File: config.mk
export PLATFORM = sky130hd
export DESIGN_NAME = execute_stage
export DESIGN_NICKNAME = d
export VERILOG_FILES = /design/src/rtl/cpu_pkg.sv /design/src/rtl/register_file.sv /design/src/rtl/execute_stage.sv
export SDC_FILE = /design/constraint.sdc
export NUM_CORES = 1
export LEC_CHECK = 0
export CAP_MARGIN = 15
export CORE_ASPECT_RATIO = 1.75
export CORE_MARGIN = 2
export CORE_UTILIZATION = 41
export DETAILED_ROUTE_END_ITERATION = 16
export DONT_BUFFER_PORTS = 1
export PLACE_DENSITY = 0.55
export SLEW_MARGIN = 25
export SYNTH_ARGS = -nofsm -noshare
export SYNTH_HDL_FRONTEND = slang
export SYNTH_HIERARCHICAL = 1
export SYNTH_SLANG_ARGS = --single-unit
File: constraint.sdc
create_clock -name clk -period 4.1 [get_ports clk]
set_input_delay 0.82 -clock clk [delete_from_list [all_inputs] [get_ports clk]]
set_output_delay 0.82 -clock clk [all_outputs]
set_load 0.02 [all_outputs]
File: src/rtl/cpu_pkg.sv
// Shared constants for the 8-bit MIPS-style core.
// Opcode encodings and the signed-add overflow helper.
package cpu_pkg;

  localparam int DATA_W = 8;
  localparam int REG_AW = 3;
  localparam int ADDR_W = 8;

  localparam logic [1:0] OP_ADD = 2'b00;
  localparam logic [1:0] OP_LI  = 2'b01;
  localparam logic [1:0] OP_LDD = 2'b10;
  localparam logic [1:0] OP_JMP = 2'b11;

  function automatic logic add_ovf(
    input logic [DATA_W-1:0] a,
    input logic [DATA_W-1:0] b,
    input logic [DATA_W-1:0] s
  );
    return (a[DATA_W-1] == b[DATA_W-1]) &&
           (s[DATA_W-1] != a[DATA_W-1]);
  endfunction

endpackage

File: src/rtl/register_file.sv
// 8x8 signed register file: two operand reads, one debug read,
// one synchronous write, async active-low clear.
module register_file
  import cpu_pkg::*;
(
  input  logic                     clk,
  input  logic                     reset,
  input  logic [REG_AW-1:0]        rs_addr,
  input  logic [REG_AW-1:0]        rd_addr,
  input  logic [REG_AW-1:0]        dbg_addr,
  output logic signed [DATA_W-1:0] rs_data,
  output logic signed [DATA_W-1:0] rd_data,
  output logic signed [DATA_W-1:0] dbg_data,
  input  logic                     we,
  input  logic [REG_AW-1:0]        waddr,
  input  logic signed [DATA_W-1:0] wdata
);

  logic signed [DATA_W-1:0] regs [2**REG_AW];

  always_ff @(posedge clk or negedge reset) begin
    if (!reset) begin
      for (int i = 0; i < 2**REG_AW; i++)
        regs[i] <= '0;
    end else if (we) begin
      regs[waddr] <= wdata;
    end
  end

  assign rs_data  = regs[rs_addr];
  assign rd_data  = regs[rd_addr];
  assign dbg_data = regs[dbg_addr];

endmodule

File: src/rtl/execute_stage.sv
// Execute/writeback stage: ALU, WB forwarding, EX/WB register,
// registered jump redirect and wrong-path flush counter.
module execute_stage
  import cpu_pkg::*;
#(
  parameter int FLUSH_DEPTH = 2
) (
  input  logic                     clk,
  input  logic                     reset,
  input  logic                     in_valid,
  input  logic [1:0]               opc,
  input  logic [REG_AW-1:0]        reg_src,
  input  logic [REG_AW-1:0]        reg_dest,
  input  logic [2:0]               im_da,
  input  logic [ADDR_W-1:0]        pja,
  input  logic signed [DATA_W-1:0] reg_data,
  output logic                     jump_taken,
  output logic [ADDR_W-1:0]        jump_target,
  output logic                     ovf,
  input  logic [REG_AW-1:0]        dbg_addr,
  output logic signed [DATA_W-1:0] dbg_data
);

  logic                     wb_valid;
  logic [REG_AW-1:0]        wb_dest;
  logic signed [DATA_W-1:0] wb_result;
  logic [1:0]               flush_cnt;

  logic signed [DATA_W-1:0] rf_rs, rf_rd;
  logic signed [DATA_W-1:0] rs_val, rd_val;
  logic signed [DATA_W-1:0] sum, result;
  logic                     live, is_jmp, is_add;

  register_file u_rf (
    .clk      (clk),
    .reset    (reset),
    .rs_addr  (reg_src),
    .rd_addr  (reg_dest),
    .dbg_addr (dbg_addr),
    .rs_data  (rf_rs),
    .rd_data  (rf_rd),
    .dbg_data (dbg_data),
    .we       (wb_valid),
    .waddr    (wb_dest),
    .wdata    (wb_result)
  );

  // WB result bypasses the not-yet-written register file
  assign rs_val = (wb_valid && wb_dest == reg_src) ? wb_result : rf_rs;
  assign rd_val = (wb_valid && wb_dest == reg_dest) ? wb_result : rf_rd;

  assign sum    = rd_val + rs_val;
  assign live   = in_valid && (flush_cnt == 2'd0);
  assign is_jmp = live && (opc == OP_JMP);
  assign is_add = live && (opc == OP_ADD);

  always_comb begin
    result = rd_val;
    unique case (opc)
      OP_ADD: result = sum;
      OP_LI:  result = {5'b0, im_da};
      OP_LDD: result = reg_data;
      OP_JMP: result = rd_val;
    endcase
  end

  always_ff @(posedge clk or negedge reset) begin
    if (!reset) begin
      wb_valid    <= 1'b0;
      wb_dest     <= '0;
      wb_result   <= '0;
      jump_taken  <= 1'b0;
      jump_target <= '0;
      ovf         <= 1'b0;
      flush_cnt   <= 2'd0;
    end else begin
      wb_valid   <= live && (opc != OP_JMP);
      wb_dest    <= reg_dest;
      wb_result  <= result;
      jump_taken <= is_jmp;
      if (is_jmp)
        jump_target <= pja;
      if (is_add && add_ovf(rd_val, rs_val, sum))
        ovf <= 1'b1;
      // bubbles leave the squash window untouched
      if (is_jmp)
        flush_cnt <= 2'(FLUSH_DEPTH);
      else if (in_valid && flush_cnt != 2'd0)
        flush_cnt <= flush_cnt - 2'd1;
    end
  end

endmodule

==> metrics, run 1 <==
Buf/Inv on CP=0; Final #Nets=slightly below 400; Crit Path Class=input port to flop; worst slew pin tran=~940 ps; Startpoint Class=input port; RSZ-0062 raised after global routing=false; Syn Area/Cell=about 15 sq um; clock network fraction of total power=26.1%; CTS tree=built; Distinct cells, synth=38; clock sinks=around 90; Vias/cell=just over 6; area delta synth->final=7.920%; Sw Share=a little under a third; synth warn=6; core area=between 0.01 and 0.015 sq mm; dpl hpwl=9405 um; flop2flop setup slack=~940 ps; fmax=310.0 MHz; post-route ant nets=0; Initial Utilization=a little over two fifths; crit-path cells=mux4_1 -> mux2_2 -> mux2_2 -> ha_1 -> a21o_1 -> a21oi_1 -> o21ai_0 -> a31o_2 -> mux2i_1 -> a41o_1; max_cap viols=0; Synth Area in Simple Gates=under 10%; mux contribution to synthesized area=about 46%; worst r2r dst=ovf; Post-Synthesis Cells=365; internal power=2475 uW; Critical Path Sink Type=flop; Cell Area, Synth=roughly 0.0055 sq mm; worst path required time=4340 ps; Clock Latency Late Sink=340 ps; drt wl/cell=around 26 um; die height=about 160 um; pwr dens=601.2 mW/mm^2; ratio of final minimum period to clock period=78.67%; largest net degree at the start of global routing=89; P_leak=0.002846 uW; IO buf count=0; # hold bufs at CTS=0; FF+latch count, synth=88; Starting DRT DRC Count=~250; Slew headroom=a little under two fifths; Syn Nets=roughly 410; vias in the first global route=roughly 3600; clock tree buffer depth=2; Inserted Diodes=0; CP most frequent cell=mux2_2; initial antenna violation count=0; Seq/Total Area, Yosys=39.71%; largest family of logic cells by synthesized area=multiplexers; site row count=56; dpl cell area=approximately 0.0056 sq mm; post-route cell area=roughly 0.0060 sq mm; slowest stage cell, crit path=mux4_1; first-pass GRT wire length=between 20000 and 25000 um; Die X=91.91 um; Final Skew=around 9.1 ps; Final Hold Vio Count=0; Worst VDD drop=between 0.0003 and 0.0004 V; crit path max fanout=17; critical path's top delay family=multiplexers; reg2reg path depth=10; Hold Crit Class=input port to asynchronous set/reset pin; combinational power share=30.2%; Total Routed Length=roughly 14000 um; minimum clock period=approximately 3200 ps; area share of fa/ha/maj cells after synthesis=between 2 and 2.5%; die footprint=approximately 0.015 sq mm; GPL Wtd Cong=just under 0.8; crit path DAT=between 3000 and 4000 ps; Root Driver=clkbuf_16; clock-pin transition on the worst setup and hold timing paths=~70 ps; Setup-failing EPs final=0; post-synthesis compound-gate area fraction=roughly 2.2%; drt pass-1 iters=4; reg2reg start=u_rf/regs[33]; total gr overflow=0; cts repair resizes=0; setup TNS=0 ps; cts bufs inserted=9; Reg power frac=between 40 and 50%; detailed-route DRC error count=0; layout cells sized above 1=38.16%; NetSw=between 1000 and 1500 uW; Post-Synth XOR/XNOR Area=under 10%; Slew Viols, Final=0; I/O pin cnt=51; slowest stage delay, CP=530 ps; DR vias=3265; postcts setup bufs=0; status=finished, final reports clean; All-Layer GR Usage=20.20%; # H-tree levels=3; hold_ws=between 150 and 200 ps
[power groups by stage]
stage	clock (uW)	sequential (uW)	combinational (uW)
2_1_floorplan	0	1430	983
3_3_place_gp	0	1570	1070
3_5_place_dp	0	1580	1100
4_1_cts	963	1570	1100
5_1_grt	999	1630	1190
6_report	940	1570	1080
[cells in the mapped netlist]
library cell,instances,area (sq um)
a21o_1,3,22.52
a21oi_1,4,20.02
a22o_1,1,8.760
a31o_2,1,8.760
a41o_1,1,10.01
and3_1,1,6.260
buf_1,3,11.26
buf_12,3,60.06
buf_2,9,45.04
buf_6,3,33.78
clkbuf_1,5,18.77
clkinv_1,2,7.510
dfrtp_1,88,2202
fa_1,1,20.02
ha_1,8,100.1
inv_1,3,11.26
mux2_2,102,1149
mux2i_1,6,60.06
mux2i_2,1,13.76
mux4_1,41,1077
mux4_2,10,225.2
nand2_1,31,116.4
nand3_1,2,10.01
nand4_1,2,12.51
nand4_2,1,12.51
nand4_4,1,21.27
nand4b_1,3,26.28
nor2_1,2,7.510
nor4b_4,1,23.77
nor4bb_1,3,30.03
o211ai_1,1,7.510
o21ai_0,2,10.01
o21bai_1,1,7.510
o22ai_1,4,25.02
or2_2,2,12.51
or3_1,1,6.260
xnor2_1,9,78.83
xor2_1,3,26.28
[cell families after synthesis]
group	after synthesis
buf+inv	28
mux	160
simple gates	50
compound gates	18
xor+xnor	12
fa+ha+maj	9
flops	88
[worst max-delay path by stage]
stage | start | to | slack [ps] | depth (start not counted)
2_1_floorplan | reg_src[0] | wb_result[6] | 440 | 13
3_3_place_gp | reg_src[0] | wb_result[6] | 580 | 11
3_5_place_dp | reg_src[0] | ovf | 510 | 10
4_1_cts | reg_src[0] | ovf | 880 | 10
5_1_grt | wb_dest[0] | wb_result[7] | 710 | 10
6_report | reg_src[0] | ovf | 870 | 10
[metal layers]
| metal | global-route usage (%) | up-vias | share of wire (%) |
|---|---|---|---|
| met1 | 24.00 | 1703 | 40 |
| li1 | - | 1440 | - |
| met4 | 9.240 | 0 | 3.0 |
| met5 | 0 | - | 0 |
| met2 | 34.45 | 93 | 52 |
| met3 | 5.093 | 29 | 5.4 |
[layout by cell type, fill, tap and decap left out, drive strengths merged]
master,n
clkinvlp,2
or2,2
o22ai,4
nor2,2
mux2i,7
bufinv,3
inv,3
or3,1
a21o,3
fa,1
nor4bb,3
o21bai,1
clkbuf,11
nand4b,3
mux4,51
mux2,102
o211ai,1
xor2,3
buf,1
nand3,2
nand4,4
a31o,1
clkinv,2
dfrtp,88
and3,1
xnor2,9
nor4b,1
a41o,1
a21oi,4
nand2,31
ha,8
a22o,1
o21ai,2
[worst register-to-register path, cell delays in order, from the launching register on]
cell	delay (ps)
dfrtp_1	410
mux4_1	520
mux2_2	280
mux2_2	300
ha_1	290
a21o_1	170
a21oi_1	240
o21ai_0	180
a31o_2	310
mux2i_1	120
a41o_1	230
[sequential cells by signal, summed over array words and instances, names as in the netlist]
name / flops
wb_result: 8
wb_dest: 3
wb_valid: 1
ovf: 1
jump_taken: 1
jump_target: 8
flush_cnt: 2
u_rf/regs: 64
[stage by stage]
stage	setup slack, ps	util [%]	power (uW)	cells
floorplan	437.7	-	2412	365
global placement	576.6	42.42	2637	517
detailed placement	510.5	42.42	2685	517
CTS	883.8	44.95	3636	533
global route	714.9	44.95	3818	533
finish	874.6	44.95	3598	533
[cell type report]
type	count	area [sq um]
clock inverter	5	105.1
multi-input combinational	249	3201
sequential	88	2202
timing repair buffer	1	7.507
tap	174	217.7
fill	1222	7328
clock buffer	11	232.7
inverter	5	18.77
Power figures use the tool's default switching activity.
==> run 2: changes to the inputs <==
Settings changed: PLACE_DENSITY 0.55 to 0.57.
Clock period 4.1 ns to 2.7 ns, I/O delays scaled along.
==> run 2 against run 1 <==
  * The run now ends with setup timing left
  * Die area did not move
  * Combinational power rose by 89%
  * First-iteration DRC count fell by 32%
  * Via count rose by 5.4%
  * Clock skew fell by 1.2 ps
  * Design area rose by 5.6%
  * Worst setup slack got worse by 1100 ps
  * Clock-buffer cell count rose by 1
  * Critical path depth rose by 1
  * Flip-flop and latch count did not move
  * Sequential power rose by 50%
  * Largest cell class unchanged
  * Largest power group unchanged
  * Highest routed layer unchanged
==> metrics, run 2 (synthesized netlist as in run 1, its figures left out) <==
detailed-route DRC error count=0 (unchanged); crit path max fanout=4 (-13); commonest non-fill, non-tap cell in the layout=mux2_2; drt pass-1 iters=4 (unchanged); Final #Nets=441 (+11%); Final Skew=7.982 ps (-1.153 ps); Hold Crit Class=input port to asynchronous set/reset pin; area of the multi-input gates=0.003233 sq mm (+1.0%); die height=157.8 um (unchanged); fin worst setup slack=-220.4 ps (-1095 ps); core area=0.01331 sq mm (unchanged); first-pass GRT wire length=21850 um (+1.8%); CP most frequent cell=mux2_4; worst path required time=2920 ps (-1420 ps); area delta synth->final=13.92%; Clock Latency Late Sink=350 ps (about the same); vias in the first global route=3800 (+6.9%); Largest Register=u_rf/regs; minimum clock period=slightly below 3000 ps; IO buf count=0 (unchanged); layout cells sized above 1=48.88% (+11 points); Slew Viols, Final=0 (unchanged); post-route insts no fill=578 (+8.4%); Die X=91.91 um (unchanged); drt wl/cell=24.15 um (-5.9%); Largest register FFs=64 (unchanged); dpl cells=557 (+7.7%); slowest stage cell, crit path=mux4_2; Worst VDD drop=0.0005111 V (+41%); crit path DAT=3140 ps (-320 ps); crit-path cells=mux4_2 -> mux2_4 -> mux2_4 -> ha_4 -> fa_2 -> a21o_1 -> a21oi_2 -> o21bai_1 -> a21oi_1 -> xor2_1 -> o22ai_1; clock tree buffer depth=2 (unchanged); DR vias=3441 (+5.4%); site row count=56 (unchanged); Critical Path Sink Type=flop; largest registers=u_rf/regs (64), jump_target (8), wb_result (8); cts bufs inserted=9 (unchanged); Setup-failing EPs final=5 (+5); dpl hpwl=9875 um (+5.0%); fmax=342.4 MHz; max_cap viols=0 (unchanged); I/O pin cnt=51 (unchanged); Final Util=47.45% (+2.5 points); P_leak=0.003023 uW (+6.2%); Total Routed Length=13960 um (+2.1%); initial antenna violation count=1 (+1); pwr dens=883.5 mW/mm^2 (+47%); GPL Wtd Cong=0.7522 (-2.6%); status=finished, violations left; Starting DRT DRC Count=171 (-32%); Root Driver=clkbuf_16; largest net degree at the start of global routing=89 (unchanged); ratio of final minimum period to clock period=108.2%; post-route ant nets=0 (unchanged); worst slew pin tran=520.8 ps (-423.4 ps); Power, Total=5581 uW (+55%); Final Hold Vio Count=0 (unchanged); Vias/cell=5.953 (-2.8%); filler cell count in the final layout=1187 (-2.9%); clock-pin transition on the worst setup and hold timing paths=60 ps (about the same); total gr overflow=0 (unchanged); clock sinks=88 (unchanged); Reg area=0.002202 sq mm (unchanged); slowest stage delay, CP=480 ps (-50 ps); Startpoint Class=flop; RSZ-0062 raised after global routing=true; Crit Path Class=flop to flop; flop2flop setup slack=-220 ps (-1160 ps); die footprint=0.01451 sq mm (unchanged); pre-CTS setup slack=-443.1 ps (-953.6 ps); # H-tree levels=3 (unchanged); All-Layer GR Usage=20.62% (+0.42 points); Slew headroom=65.13% (+28 points); failing checks=setup timing; CTS tree=built; Initial Utilization=41.65% (unchanged); commonest non-fill, non-tap cells in the layout=mux2_2 (95), dfrtp_1 (88), buf_4 (44)
run 2: cell count changes in the layout (fill, tap and decap cells not counted), sizes merged:
cell | previous run | this run
buf | 1 | 46
bufinv | 3 | 0
clkinv | 2 | 4
clkbuf | 11 | 12
clkinvlp | 2 | 1
diode | 0 | 1
run 2: per-layer routing:
| metal | GRT usage, % | up-vias | wire (um) |
|---|---|---|---|
| li1 | - | 1524 | - |
| met2 | 36.52 | 108 | 7441 |
| met1 | 23.95 | 1789 | 5400 |
| met4 | 9.879 | 0 | 446 |
| met5 | 0 | - | 0 |
| met3 | 3.855 | 20 | 669 |
run 2: final cells by class:
cell class	count	share of cell area, %
repair buffers	46	5.843
flip-flops and latches	88	34.86
clock inverters	3	0.2773
clock buffers	12	4.060
multi-input cells	249	51.18
diodes	1	0.03961
inverters	5	0.2971
well taps	174	3.446
run 2: what timing repair did:
item                                   4_1_cts  5_1_grt
endpoints found under the hold margin       88        0
setup endpoints to repair                    6        7
gates cloned                                 0        0
gates resized for setup                      4        0
hold buffers                                 1        0
buffers inserted                             5        2
pin swaps                                    6        7
run 2: final timing paths:
| kind | cells past startpoint | endpoint | start |
|---|---|---|---|
| min reg2reg | 2 | flush_cnt[1] | flush_cnt[1] |
| max in group asynchronous | 1 | u_rf/regs[55] | reset |
| min | 1 | u_rf/regs[10] | reset |
| max reg2reg | 11 | wb_result[6] | u_rf/regs[24] |
| min in group clk | 0 | wb_dest[0] | reg_dest[0] |
| max | 11 | wb_result[6] | u_rf/regs[24] |
run 2: critical path, delay by kind of cell (launching register included):
family,cells,cell delay [ps]
compound gates,5,670
xor+xnor,1,170
fa+ha+maj,2,520
flops,1,420
mux,3,1030
run 2: per-stage QoR:
step                      TNS (ps)  hold WS [ps]  instance area (sq um)
after floorplan              -2010         244.4                   5627
after global placement       -1860         249.2                   5979
after detailed placement     -2040         247.0                   5979
after CTS                   -666.7         128.6                   6322
after global routing         -1163         137.4                   6317
final                       -712.7         100.8                   6317
run 2: power breakdown:
group          internal, uW  switching [uW]
logic                  1310             725
clock network           666             515
registers              1790             573
total                  3770            1810
==> run 3: changes to the inputs <==
Settings changed: CORE_MARGIN 2 to 5.
==> run 3 against run 2 <==
  * The flow still finishes with violations (setup timing)
  * Cell count shrank 0.35%
  * Clock power grew 9%
  * Wire length shrank 0.65%
  * Flip-flop and latch count is the same
  * Non-clock buffer count shrank 2
  * Critical endpoint unchanged
  * Largest cell class unchanged
  * Highest routed layer unchanged
==> metrics, run 3 (synthesized netlist as in run 1, its figures left out) <==
status=finished, violations left; failing checks=setup timing; Final Hold Vio Count=0 (unchanged); Vias/cell=5.944 (-0.15%); detailed-route DRC error count=0 (unchanged); DR vias=3424 (-0.49%); Clock Latency Late Sink=340 ps (about the same); ratio of final minimum period to clock period=108.1% (about the same); die footprint=0.01604 sq mm (+11%); Final Skew=8.973 ps (+0.9916 ps); layout cells sized above 1=49.25% (+0.37 points); IO buf count=0 (unchanged); Slew Viols, Final=0 (unchanged); I/O pin cnt=51 (unchanged); clock-pin transition on the worst setup and hold timing paths=60 ps (about the same); GPL Wtd Cong=0.7761 (+3.2%); fin worst setup slack=-218.1 ps (+2.296 ps); Worst VDD drop=0.0005175 V (+1.2%); Final #Nets=439 (-0.45%); worst path required time=2910 ps (about the same); area of the multi-input gates=0.003248 sq mm (+0.46%); crit path max fanout=3 (-1); drt pass-1 iters=4 (unchanged); Crit Path Class=flop to flop; largest net degree at the start of global routing=89 (unchanged); cts bufs inserted=9 (unchanged); reg2reg path depth=11 (unchanged); dpl cells=551 (-1.1%); worst slew pin tran=734.4 ps (+213.6 ps); Initial Utilization=41.65% (unchanged); Starting DRT DRC Count=140 (-18%); CP Launch Point=u_rf/regs[40]; max_cap viols=0 (unchanged); commonest non-fill, non-tap cell in the layout=mux2_2; Startpoint Class=flop; initial antenna violation count=0 (-1); flop2flop setup slack=-220 ps (about the same); area delta synth->final=14.55%; clock tree buffer depth=2 (unchanged); core area=0.01331 sq mm (unchanged); Root Driver=clkbuf_16; post-route cell area=0.006352 sq mm (+0.55%); site row count=56 (unchanged); post-route ant nets=0 (unchanged); Inserted Diodes=0 (-1); filler cell count in the final layout=1166 (-1.8%); first-pass GRT wire length=21560 um (-1.3%); Total Routed Length=13870 um (-0.65%); drt wl/cell=24.07 um (-0.31%); All-Layer GR Usage=17.99% (-2.6 points); post-route insts no fill=576 (-0.35%); Largest register FFs=64 (unchanged); die height=163.8 um (+3.8%); Setup-failing EPs final=6 (+1); commonest non-fill, non-tap cells in the layout=mux2_2 (95), dfrtp_1 (88), buf_4 (41); P_leak=0.003033 uW (+0.32%); setup TNS=-869.7 ps (-157.1 ps); minimum clock period=2918 ps (-2.296 ps); Largest Register=u_rf/regs; dpl cell area=0.005934 sq mm (-0.75%); crit path DAT=3130 ps (about the same); Hold Crit Class=input port to asynchronous set/reset pin; worst r2r dst=wb_result[6]; RSZ-0062 raised after global routing=true; total gr overflow=0 (unchanged); crit path capture=wb_result[6]; CTS tree=built; largest registers=u_rf/regs (64), jump_target (8), wb_result (8); fmax=342.7 MHz (about the same); pwr dens=896.1 mW/mm^2 (+1.4%); dpl hpwl=9829 um (-0.47%); Critical Path Sink Type=flop; Final Util=47.72% (+0.26 points); reg2reg start=u_rf/regs[40]; clock sinks=88 (unchanged); # H-tree levels=3 (unchanged); hold_ws=97.58 ps (-3.265 ps); Slew headroom=50.34% (-15 points); vias in the first global route=3732 (-1.8%); Die X=97.91 um (+6.5%); Reg area=0.002202 sq mm (unchanged)
run 3: where the power goes:
group | internal, uW | switching, uW
Clock | 764 | 523
Sequential | 1790 | 571
Combinational | 1320 | 727
Total | 3870 | 1820
run 3: worst min-delay path by stage:
stage               start       endpoint  slack (ps)  cells past startpoint
finish              reset   u_rf/regs[3]         100                      1
global route        reset   u_rf/regs[3]         110                      1
CTS                 reset  u_rf/regs[42]         130                      1
detailed placement  reset  u_rf/regs[43]         250                      0
global placement    reset  u_rf/regs[11]         250                      0
floorplan           reset   flush_cnt[0]         240                      0
run 3: area by class of cell:
cell class                      instances  share of cell area, %
Tap cell                              174                  3.427
Clock buffer                           11                  3.979
Clock inverter                          5                 0.8667
Sequential cell                        88                  34.67
Inverter                                5                 0.2955
Multi-Input combinational cell        249                  51.13
Timing Repair Buffer                   44                  5.633
run 3: worst max-delay path, cell delays in order, from the launching register on:
cell	delay [ps]
dfrtp_1	420
mux4_2	470
mux2_4	270
mux2_4	280
ha_4	170
fa_2	340
a21o_1	220
a21oi_2	140
o21bai_1	80
a21oi_1	160
xor2_1	160
o22ai_1	80
run 3: repair_timing:
action	in CTS	in global routing
pin swaps	8	10
setup buffers	6	5
gates resized for setup	3	4
endpoints found under the hold margin	88	0
hold buffers	1	0
endpoints found under the setup margin	5	6
run 3: metrics by stage:
step	setup WS, ps	power (uW)
2_1_floorplan	-475.5	3755
3_3_place_gp	-404.7	4246
3_5_place_dp	-402.2	4320
4_1_cts	-234.3	5707
5_1_grt	-333.9	6055
6_report	-218.1	5692
run 3: layer usage:
metal | track usage [%] | routed length, um
met1 | 21.54 | 5539
met2 | 31.89 | 7340
met3 | 3.825 | 678
met4 | 6.238 | 308
met5 | 0 | 0
